**src/rtl/pixel_scan_if.sv**
```systemverilog
// Pixel stream bundle: input pixel handshake plus the registered output beat
// with its coordinates and frame/line markers.
interface pixel_scan_if #(
  parameter int DATA_W  = 8,
  parameter int COL_BIT = 8,
  parameter int ROW_BIT = 8
);
  logic [DATA_W-1:0]  in_pixel;
  logic               in_valid;
  logic               in_ready;
  logic [DATA_W-1:0]  out_pixel;
  logic [COL_BIT-1:0] out_col;
  logic [ROW_BIT-1:0] out_row;
  logic               out_valid;
  logic               out_ready;
  logic               out_sof;
  logic               out_eol;
  logic               out_eof;
  logic               out_win_valid;

  // Environment side: produces pixels, consumes beats.
  modport master (
    output in_pixel, in_valid, out_ready,
    input  in_ready, out_pixel, out_col, out_row, out_valid,
           out_sof, out_eol, out_eof, out_win_valid
  );

  // Scan controller side.
  modport slave (
    input  in_pixel, in_valid, out_ready,
    output in_ready, out_pixel, out_col, out_row, out_valid,
           out_sof, out_eol, out_eof, out_win_valid
  );
endinterface

```
**src/rtl/pixel_scan_ctrl.sv**
```systemverilog
// Raster scan controller: tags each accepted pixel with its column/row and
// frame/line markers and presents it through a one-deep output register.
// A frame is armed by start, scanned in ACTIVE, and closed in DRAIN once the
// last beat has been taken downstream.
module pixel_scan_ctrl #(
  parameter int DATA_W  = 8,
  parameter int IMG_W   = 256,
  parameter int IMG_H   = 256,
  parameter int COL_BIT = 8,
  parameter int ROW_BIT = 8,
  parameter int KSIZE   = 3
) (
  input  logic       clk,
  input  logic       reset,
  input  logic       start,
  pixel_scan_if.slave bus,
  output logic       busy,
  output logic       frame_done
);

  localparam logic [1:0] IDLE   = 2'd0;
  localparam logic [1:0] ACTIVE = 2'd1;
  localparam logic [1:0] DRAIN  = 2'd2;

  localparam logic [COL_BIT-1:0] COL_LAST = COL_BIT'(IMG_W - 1);
  localparam logic [ROW_BIT-1:0] ROW_LAST = ROW_BIT'(IMG_H - 1);

  logic [1:0]         state_reg, state_next;
  logic [COL_BIT-1:0] col_reg, col_next;
  logic [ROW_BIT-1:0] row_reg, row_next;

  logic [DATA_W-1:0]  out_pixel_reg;
  logic [COL_BIT-1:0] out_col_reg;
  logic [ROW_BIT-1:0] out_row_reg;
  logic               out_valid_reg;
  logic               out_sof_reg;
  logic               out_eol_reg;
  logic               out_eof_reg;
  logic               out_win_reg;

  logic in_ready_int;
  logic accept;
  logic consume;
  logic at_col_last;
  logic at_row_last;
  logic sof_now;
  logic eol_now;
  logic eof_now;
  logic win_now;

  // Handshake decode: the output register frees up in the same cycle it is
  // consumed, so a continuous stream flows without bubbles.
  always_comb begin
    in_ready_int = (state_reg == ACTIVE) && (!out_valid_reg || bus.out_ready);
    accept       = bus.in_valid && in_ready_int;
    consume      = out_valid_reg && bus.out_ready;
  end

  // Position markers for the pixel currently being offered.  The window test
  // is done in int so a KSIZE wider than the row field can never alias.
  always_comb begin
    at_col_last = (col_reg == COL_LAST);
    at_row_last = (row_reg == ROW_LAST);
    sof_now     = (col_reg == '0) && (row_reg == '0);
    eol_now     = at_col_last;
    eof_now     = at_col_last && at_row_last;
    win_now     = (int'(col_reg) >= KSIZE - 1) && (int'(row_reg) >= KSIZE - 1);
  end

  // Frame completes when the end-of-frame beat leaves the block; that beat
  // can only be on the output while draining.
  always_comb begin
    frame_done = (state_reg == DRAIN) && consume && out_eof_reg;
    busy       = (state_reg != IDLE);
  end

  // Next-state and coordinate counter logic.
  always_comb begin
    state_next = state_reg;
    col_next   = col_reg;
    row_next   = row_reg;
    case (state_reg)
      IDLE: begin
        if (start) begin
          state_next = ACTIVE;
          col_next   = '0;
          row_next   = '0;
        end
      end
      ACTIVE: begin
        if (accept) begin
          if (at_col_last) begin
            col_next = '0;
            if (at_row_last) begin
              row_next   = '0;
              state_next = DRAIN;
            end else begin
              row_next = row_reg + 1'b1;
            end
          end else begin
            col_next = col_reg + 1'b1;
          end
        end
      end
      DRAIN: begin
        if (frame_done) begin
          state_next = IDLE;
        end
      end
      default: begin
        state_next = IDLE;
        col_next   = '0;
        row_next   = '0;
      end
    endcase
  end

  // State and counter registers.
  always_ff @(posedge clk) begin
    if (reset) begin
      state_reg <= IDLE;
      col_reg   <= '0;
      row_reg   <= '0;
    end else begin
      state_reg <= state_next;
      col_reg   <= col_next;
      row_reg   <= row_next;
    end
  end

  // One-deep output register: load on accept (even while the previous beat
  // is being consumed), clear valid on a consume with nothing new behind it,
  // hold everything while the downstream stalls.
  always_ff @(posedge clk) begin
    if (reset) begin
      out_pixel_reg <= '0;
      out_col_reg   <= '0;
      out_row_reg   <= '0;
      out_valid_reg <= 1'b0;
      out_sof_reg   <= 1'b0;
      out_eol_reg   <= 1'b0;
      out_eof_reg   <= 1'b0;
      out_win_reg   <= 1'b0;
    end else if (accept) begin
      out_pixel_reg <= bus.in_pixel;
      out_col_reg   <= col_reg;
      out_row_reg   <= row_reg;
      out_valid_reg <= 1'b1;
      out_sof_reg   <= sof_now;
      out_eol_reg   <= eol_now;
      out_eof_reg   <= eof_now;
      out_win_reg   <= win_now;
    end else if (consume) begin
      out_valid_reg <= 1'b0;
    end
  end

  assign bus.in_ready      = in_ready_int;
  assign bus.out_pixel     = out_pixel_reg;
  assign bus.out_col       = out_col_reg;
  assign bus.out_row       = out_row_reg;
  assign bus.out_valid     = out_valid_reg;
  assign bus.out_sof       = out_sof_reg;
  assign bus.out_eol       = out_eol_reg;
  assign bus.out_eof       = out_eof_reg;
  assign bus.out_win_valid = out_win_reg;

endmodule

```
**src/flat_wrapper.sv**
```systemverilog
// flat-port wrapper written by rule: the top's interface ports become plain ports
module pixel_scan_ctrl_flat 
#(
  parameter int DATA_W  = 8,
  parameter int IMG_W   = 256,
  parameter int IMG_H   = 256,
  parameter int COL_BIT = 8,
  parameter int ROW_BIT = 8,
  parameter int KSIZE   = 3
)
  (clk, reset, start, busy, frame_done, bus_in_pixel, bus_in_valid, bus_out_ready, bus_in_ready, bus_out_pixel, bus_out_col, bus_out_row, bus_out_valid, bus_out_sof, bus_out_eol, bus_out_eof, bus_out_win_valid);
  pixel_scan_if #(.DATA_W(DATA_W), .COL_BIT(COL_BIT), .ROW_BIT(ROW_BIT)) bus_i ();
  input  logic clk;
  input  logic reset;
  input  logic start;
  output logic busy;
  output logic frame_done;
  input wire logic [$bits(bus_i.in_pixel)-1:0] bus_in_pixel;
  input wire logic [$bits(bus_i.in_valid)-1:0] bus_in_valid;
  input wire logic [$bits(bus_i.out_ready)-1:0] bus_out_ready;
  output wire logic [$bits(bus_i.in_ready)-1:0] bus_in_ready;
  output wire logic [$bits(bus_i.out_pixel)-1:0] bus_out_pixel;
  output wire logic [$bits(bus_i.out_col)-1:0] bus_out_col;
  output wire logic [$bits(bus_i.out_row)-1:0] bus_out_row;
  output wire logic [$bits(bus_i.out_valid)-1:0] bus_out_valid;
  output wire logic [$bits(bus_i.out_sof)-1:0] bus_out_sof;
  output wire logic [$bits(bus_i.out_eol)-1:0] bus_out_eol;
  output wire logic [$bits(bus_i.out_eof)-1:0] bus_out_eof;
  output wire logic [$bits(bus_i.out_win_valid)-1:0] bus_out_win_valid;
  assign bus_i.in_pixel = bus_in_pixel;
  assign bus_i.in_valid = bus_in_valid;
  assign bus_i.out_ready = bus_out_ready;
  assign bus_in_ready = bus_i.in_ready;
  assign bus_out_pixel = bus_i.out_pixel;
  assign bus_out_col = bus_i.out_col;
  assign bus_out_row = bus_i.out_row;
  assign bus_out_valid = bus_i.out_valid;
  assign bus_out_sof = bus_i.out_sof;
  assign bus_out_eol = bus_i.out_eol;
  assign bus_out_eof = bus_i.out_eof;
  assign bus_out_win_valid = bus_i.out_win_valid;
  pixel_scan_ctrl #(.DATA_W(DATA_W), .IMG_W(IMG_W), .IMG_H(IMG_H), .COL_BIT(COL_BIT), .ROW_BIT(ROW_BIT), .KSIZE(KSIZE)) u_core (.clk(clk), .reset(reset), .start(start), .bus(bus_i), .busy(busy), .frame_done(frame_done));
endmodule
```
**config.mk**
```make
export PLATFORM = sky130hd
export DESIGN_NAME = pixel_scan_ctrl_flat
export DESIGN_NICKNAME = d
export VERILOG_FILES = /design/src/rtl/pixel_scan_if.sv /design/src/rtl/pixel_scan_ctrl.sv /design/src/flat_wrapper.sv
export SDC_FILE = /design/constraint.sdc
export NUM_CORES = 1
export LEC_CHECK = 0
export ABC_AREA = 0
export CAP_MARGIN = 0
export CORE_MARGIN = 1.5
export CORE_UTILIZATION = 49
export CTS_CLUSTER_SIZE = 20
export DETAILED_ROUTE_END_ITERATION = 10
export PLACE_DENSITY = 0.77
export SLEW_MARGIN = 20
export SYNTH_ARGS = -nofsm -noshare
export SYNTH_HDL_FRONTEND = slang
export SYNTH_SLANG_ARGS = --single-unit
```
**constraint.sdc**
```tcl
create_clock -name clk -period 3.8 [get_ports clk]
set_input_delay 0.95 -clock clk [delete_from_list [all_inputs] [get_ports clk]]
set_output_delay 0.95 -clock clk [all_outputs]
set_load 0.03 [all_outputs]
```
==> qor.yml, run 1 <==
status: "finished clean"
stdcell_count: 352
min_period_ns: 3.39
placed_cells: 344
hold_viol: 0
core-area_um2: 4060
rr_worst_depth: 5
powerDensity_nw_per_um2: 382
holdBufCountCts: 0
final_max_slew_viol_count: 0
worstMarginPinSlew_ns: 0.676
postLayoutCoreUtil: 0.666
relSlewSlack: 0.549
synth_nets: 279
ys_top_cells_by_count: "65 x nand2_1, 47 x dfxtp_1, 38 x a21oi_1"
setup_viol: 0
ys_ff_latch: 47
critPathMostFrequentCell: "clkdlybuf4s50_1"
hold_path.startpoint: "u_core.bus.out_col[1]"
critPathKind: "primary input to output pin"
grt_overflow: 0
fin_area_um2: 2700
fmax_ghz: 0.295
die_area_um2: 4710
grt_max_degree: 32
rr_endpoint: "u_core.state_reg[0]"
critical_path_cell_count: 4
globalplace.congestion: 0.861
final_layout_size_suffix_gt1_frac: 0.0695
min_to: "u_core.bus.out_col[1]"
clk_pin_slew_ns: 0.08
crit_buf_inv: 2
synth_top_flop_cell: "dfxtp_1"
tns_ns: 0
vdd_drop_max_uv: 227
syn_to_final_growth_pct: 28.2
antenna_cells: 0
end_kind: "output pin"
drt_pre_antenna_iters: 4
worst_setup_path_start_kind: "primary input"
clock_latency_ns: 0.30
drt_iter0_drc: 53
whs_path_depth: 2
synthArstFlopShare: 0
clockBufferDepth: 2
p_total_w: 0.00103
via_per_inst: 5.22
critPathMaxFanout: 5
cts_setup_buffers: 0
grt_first_pass_wirelength_um: 7180
syn_inst: 260
yosys-top-cells-area: "dfxtp_1 45%, nand2_1 12%, a21oi_1 9.0%"
ff2ff_setup_slack_ns: 1.86
crit_required_ns: 2.85
fin_crit_sh: 0.893
dieWidth_um: 68.6
yosysTopAreaCell: "dfxtp_1"
cap_violations: 0
yosysSeqAreaShare: 0.446
cp.arrival_ns: 2.44
post_synth_num_cell_types: 41
ctsResizeCount: 0
hp-class: "flip-flop to flip-flop"
crit_path_cell_trace: "clkdlybuf4s50_1, nand2b_1, and2_1, clkdlybuf4s50_1"
antenna_found_initial: 0
yosysMostFrequentCell: "nand2_1"
cts_buffers: 5
antenna_left: 0
portBuffers: 44
critical_path.max_stage_delay_ns: 0.66
initial_core_util: 0.520
htree_num_levels: 2
hpwlAfterDp_um: 3200
rsz0062_at_grt: "no"
synth_top_area_share: 0.446
clock-root-buffer: "clkbuf_8"
rr_startpoint: "u_core.state_reg[0]"
drc: 0
yosys_warnings: 0
fin_skew_ns: 0.00561
place_area_um2: 2570
num_rows: 23
dieHeight_um: 68.6
fin_nets: 320
leakage_nw: 0.955
ioPinCount: 45
synth.cell_area_um2: 2110
grt_pass1_vias: 1608
vias: 1837
syn_avg_cell_area_um2: 8.11
cts_tree: "done"
post_drt_wl_per_cell_um: 12.6
wl_um: 4430
numClockSinks: 47
grt.total_usage: 0.207
synth-edff-count: 0
cpMaxStageDelayCell: "clkdlybuf4s50_1"
critPathTopFamily: "buffers and inverters"
==> layer usage <==
metal  vias up  track usage  part of all wire
met5         -            0                 0
met4         0       0.0975             0.025
met3         9       0.0552             0.049
met2        38        0.327              0.44
met1       830        0.261              0.48
li1        960            -                 -
==> worst max path at each step <==
| stage | startpoint | to | slack [ns] |
|---|---|---|---|
| global placement | bus_out_ready | bus_in_ready | 0.45 |
| finish | bus_out_ready | bus_in_ready | 0.41 |
| detailed placement | bus_out_ready | bus_in_ready | 0.41 |
| CTS | bus_out_ready | bus_in_ready | 0.40 |
| global route | bus_out_ready | bus_in_ready | 0.37 |
| floorplan | bus_out_ready | frame_done | 1.14 |
==> cell type report <==
| cell class | instances | area (um^2) |
|---|---|---|
| clock inverters | 2 | 60.1 |
| inverters | 7 | 26.3 |
| repair buffers | 47 | 463 |
| multi-input cells | 193 | 1080 |
| flip-flops and latches | 47 | 941 |
| fillers | 361 | 1350 |
| well taps | 50 | 62.6 |
| clock buffers | 6 | 72.6 |
==> power by group <==
part	internal, W	switching [W]
logic	0.0000412	0.0000588
registers	0.000500	0.00000834
clock network	0.000263	0.000163
total	0.000804	0.000230
==> cells in the final DEF, fill, tap and decap left out, drive strengths merged, types with 2 or more instances in the layout <==
master | netlist | layout
nand2b | 2 | 2
nand3 | 9 | 9
nor3b | 2 | 2
nor2 | 19 | 19
clkdlybuf4s50 | 0 | 44
buf | 5 | 3
clkbuf | 8 | 6
dfxtp | 47 | 47
nor3 | 6 | 6
o21ai | 7 | 7
nand2 | 65 | 65
bufinv | 0 | 2
ha | 6 | 6
and4 | 3 | 3
a21oi | 39 | 39
and3 | 4 | 4
nor4 | 6 | 6
inv | 7 | 7
nand3b | 2 | 2
xnor2 | 8 | 8
a21o | 2 | 2
nand4 | 2 | 2
nor2b | 2 | 2
==> logic make-up (layout without fill, tap and decap cells) <==
group / Yosys count / in the layout / synth area share
buffers and inverters: 20 / 62 / 0.0421
xor gates and xnor gates: 8 / 8 / 0.0332
AOI/OAI and AO/OA: 52 / 52 / 0.139
DFF: 47 / 47 / 0.446
muxes: 1 / 1 / 0.00475
and+or+nand+nor: 126 / 126 / 0.299
adders and majority gates: 6 / 6 / 0.0356
==> metrics by stage <==
step / worst slack (ns) / hold WS (ns)
after global placement: 0.451 / 0.441
final: 0.406 / 0.455
after CTS: 0.402 / 0.459
after floorplan: 1.14 / 0.467
after global routing: 0.373 / 0.478
after detailed placement: 0.411 / 0.446
==> worst min-delay path, stage by stage, from the launching register on <==
cell     delay, ns
dfxtp_1       0.31
nand2_1       0.05
a21oi_1       0.05
(Power assumes the default switching activity.)
==> inputs of run 2 (changes only) <==
--- a/config.mk
+++ b/config.mk
@@ -8,10 +8,11 @@
 export ABC_AREA = 0
 export CAP_MARGIN = 0
 export CORE_MARGIN = 1.5
-export CORE_UTILIZATION = 49
+export CORE_UTILIZATION = 55
+export CTS_BUF_LIST = sky130_fd_sc_hd__clkbuf_4 sky130_fd_sc_hd__clkbuf_8
 export CTS_CLUSTER_SIZE = 20
 export DETAILED_ROUTE_END_ITERATION = 10
-export PLACE_DENSITY = 0.77
+export PLACE_DENSITY = 0.85
 export SLEW_MARGIN = 20
 export SYNTH_ARGS = -nofsm -noshare
 export SYNTH_HDL_FRONTEND = slang
==> qor.yml, run 2 (same netlist as run 1, synthesis figures left out) <==
status: "finished clean"
hold_viol: 0  # unchanged
numClockSinks: 47  # unchanged
syn_to_final_growth_pct: 28.7
antenna_cells: 0  # unchanged
critPathMaxFanout: 5  # unchanged
leakage_nw: 0.959  # +0.44%
fin_skew_ns: 0.00345  # -0.00215 ns
fin_area_um2: 2710  # +0.32%
use_met3: 0.0486  # -0.00658
globalplace.congestion: 0.921  # +7.0%
htree_num_levels: 2  # unchanged
vias: 1930  # +5.1%
critPathMostFrequentCell: "clkdlybuf4s50_1"
grt_overflow: 0  # unchanged
fin_crit_sh: 0.906  # +0.0127
ioPinCount: 45  # unchanged
portBuffers: 44  # unchanged
die_area_um2: 4210  # -10%
tns_ns: 0  # unchanged
cts_tree: "done"
wl_um: 5000  # +13%
post_drt_wl_per_cell_um: 14.2  # +13%
num_rows: 22  # -4.3%
worst_setup_path_start_kind: "primary input"
grt_max_degree: 32  # unchanged
dieWidth_um: 64.9  # -5.4%
hp-class: "flip-flop to flip-flop"
rsz0062_at_grt: "no"
hpwlAfterDp_um: 3490  # +9.1%
use_met2: 0.447  # +0.120
final_max_slew_viol_count: 0  # unchanged
ctsResizeCount: 0  # unchanged
setup_viol: 0  # unchanged
vdd_drop_max_uv: 241  # +6.2%
finalWorstSetupSlack_ns: 0.358  # -0.0483 ns
relSlewSlack: 0.526  # -0.0235
clock_latency_ns: 0.31  # about the same
grt_pass1_vias: 1879  # +17%
stdcell_count: 351  # -0.28%
grt_use_met1: 0.319  # +0.0583
core-area_um2: 3660  # -9.8%
clk_pin_slew_ns: 0.09  # about the same
place_area_um2: 2580  # +0.19%
clock-root-buffer: "clkbuf_8"
initial_core_util: 0.576  # +0.0563
place_ws_ns: 0.411  # -0.000135 ns
fmax_ghz: 0.291  # -1.4%
critical_path.max_stage_delay_ns: 0.66  # about the same
min_period_ns: 3.44  # +0.0483 ns
cts_buffers: 5  # unchanged
worstMarginPinSlew_ns: 0.711  # +0.0353 ns
dieHeight_um: 64.9  # -5.4%
powerDensity_nw_per_um2: 387  # +1.3%
via_per_inst: 5.50  # +5.4%
drc: 0  # unchanged
ff2ff_setup_slack_ns: 1.93  # +0.07 ns
fillers: 282  # -22%
clockBufferDepth: 2  # unchanged
antenna_found_initial: 0  # unchanged
crit_required_ns: 2.85  # about the same
drt_iter0_drc: 110  # +110%
fin_nets: 321  # +0.31%
cpMaxStageDelayCell: "clkdlybuf4s50_1"
grt.busiest_layer: "met2"
grt_first_pass_wirelength_um: 8420  # +17%
layout_commonest_cell: "nand2_1"
antenna_left: 0  # unchanged
drt_pre_antenna_iters: 4  # unchanged
placed_cells: 343  # -0.29%
final_cell_mix: "65 x nand2_1, 47 x dfxtp_1, 44 x clkdlybuf4s50_1"
cp.arrival_ns: 2.49  # +0.05 ns
final_layout_size_suffix_gt1_frac: 0.0759  # +0.00637
end_kind: "output pin"
grt.total_usage: 0.260  # +0.0532
crit_path_cell_trace: "clkdlybuf4s50_1, nand2b_1, and2_1, clkdlybuf4s50_1"
cts_setup_buffers: 0  # unchanged
holdBufCountCts: 0  # unchanged
cap_violations: 0  # unchanged
critPathKind: "primary input to output pin"
[run 2: critical path: cells and delay by family]
kind                   cells  cell delay, ns
buffers and inverters      2            1.14
and+or+nand+nor            2            0.41
[run 2: where the power goes]
group	leakage, nW	internal, W	switching, W
Clock	0.0644	0.000262	0.000176
Sequential	0.380	0.000500	0.00000897
Combinational	0.515	0.0000422	0.0000608
Total	0.959	0.000805	0.000246
[run 2: through the flow]
step | utilization | total power (W) | hold slack (ns)
detailed placement | 0.704 | 0.000622 | 0.446
CTS | 0.741 | 0.00105 | 0.459
finish | 0.741 | 0.00105 | 0.457
global route | 0.741 | 0.00108 | 0.476
global placement | 0.704 | 0.000619 | 0.442
floorplan | - | 0.000582 | 0.467
[run 2: layer usage]
metal / up-vias / share of wire
met5: - / 0
met3: 7 / 0.073
met1: 891 / 0.45
met2: 73 / 0.46
li1: 959 / -
met4: 0 / 0.016
[run 2: final timing paths]
path	startpoint	cells after the start	endpoint
max	bus_out_ready	4	bus_in_ready
min	u_core.bus.out_col[4]	2	u_core.bus.out_col[4]
max reg2reg	u_core.state_reg[0]	4	u_core.row_reg[6]
min reg2reg	u_core.bus.out_col[4]	2	u_core.bus.out_col[4]
[run 2: cell type report]
type                    instances  area (um^2)  area share
inverters                       7         26.3     0.00969
clock inverters                 3         67.6      0.0249
multi-input cells             193         1080       0.398
flip-flops and latches         47          941       0.347
clock buffers                   5         68.8      0.0254
well taps                      48         60.1      0.0221
repair buffers                 48          470       0.173
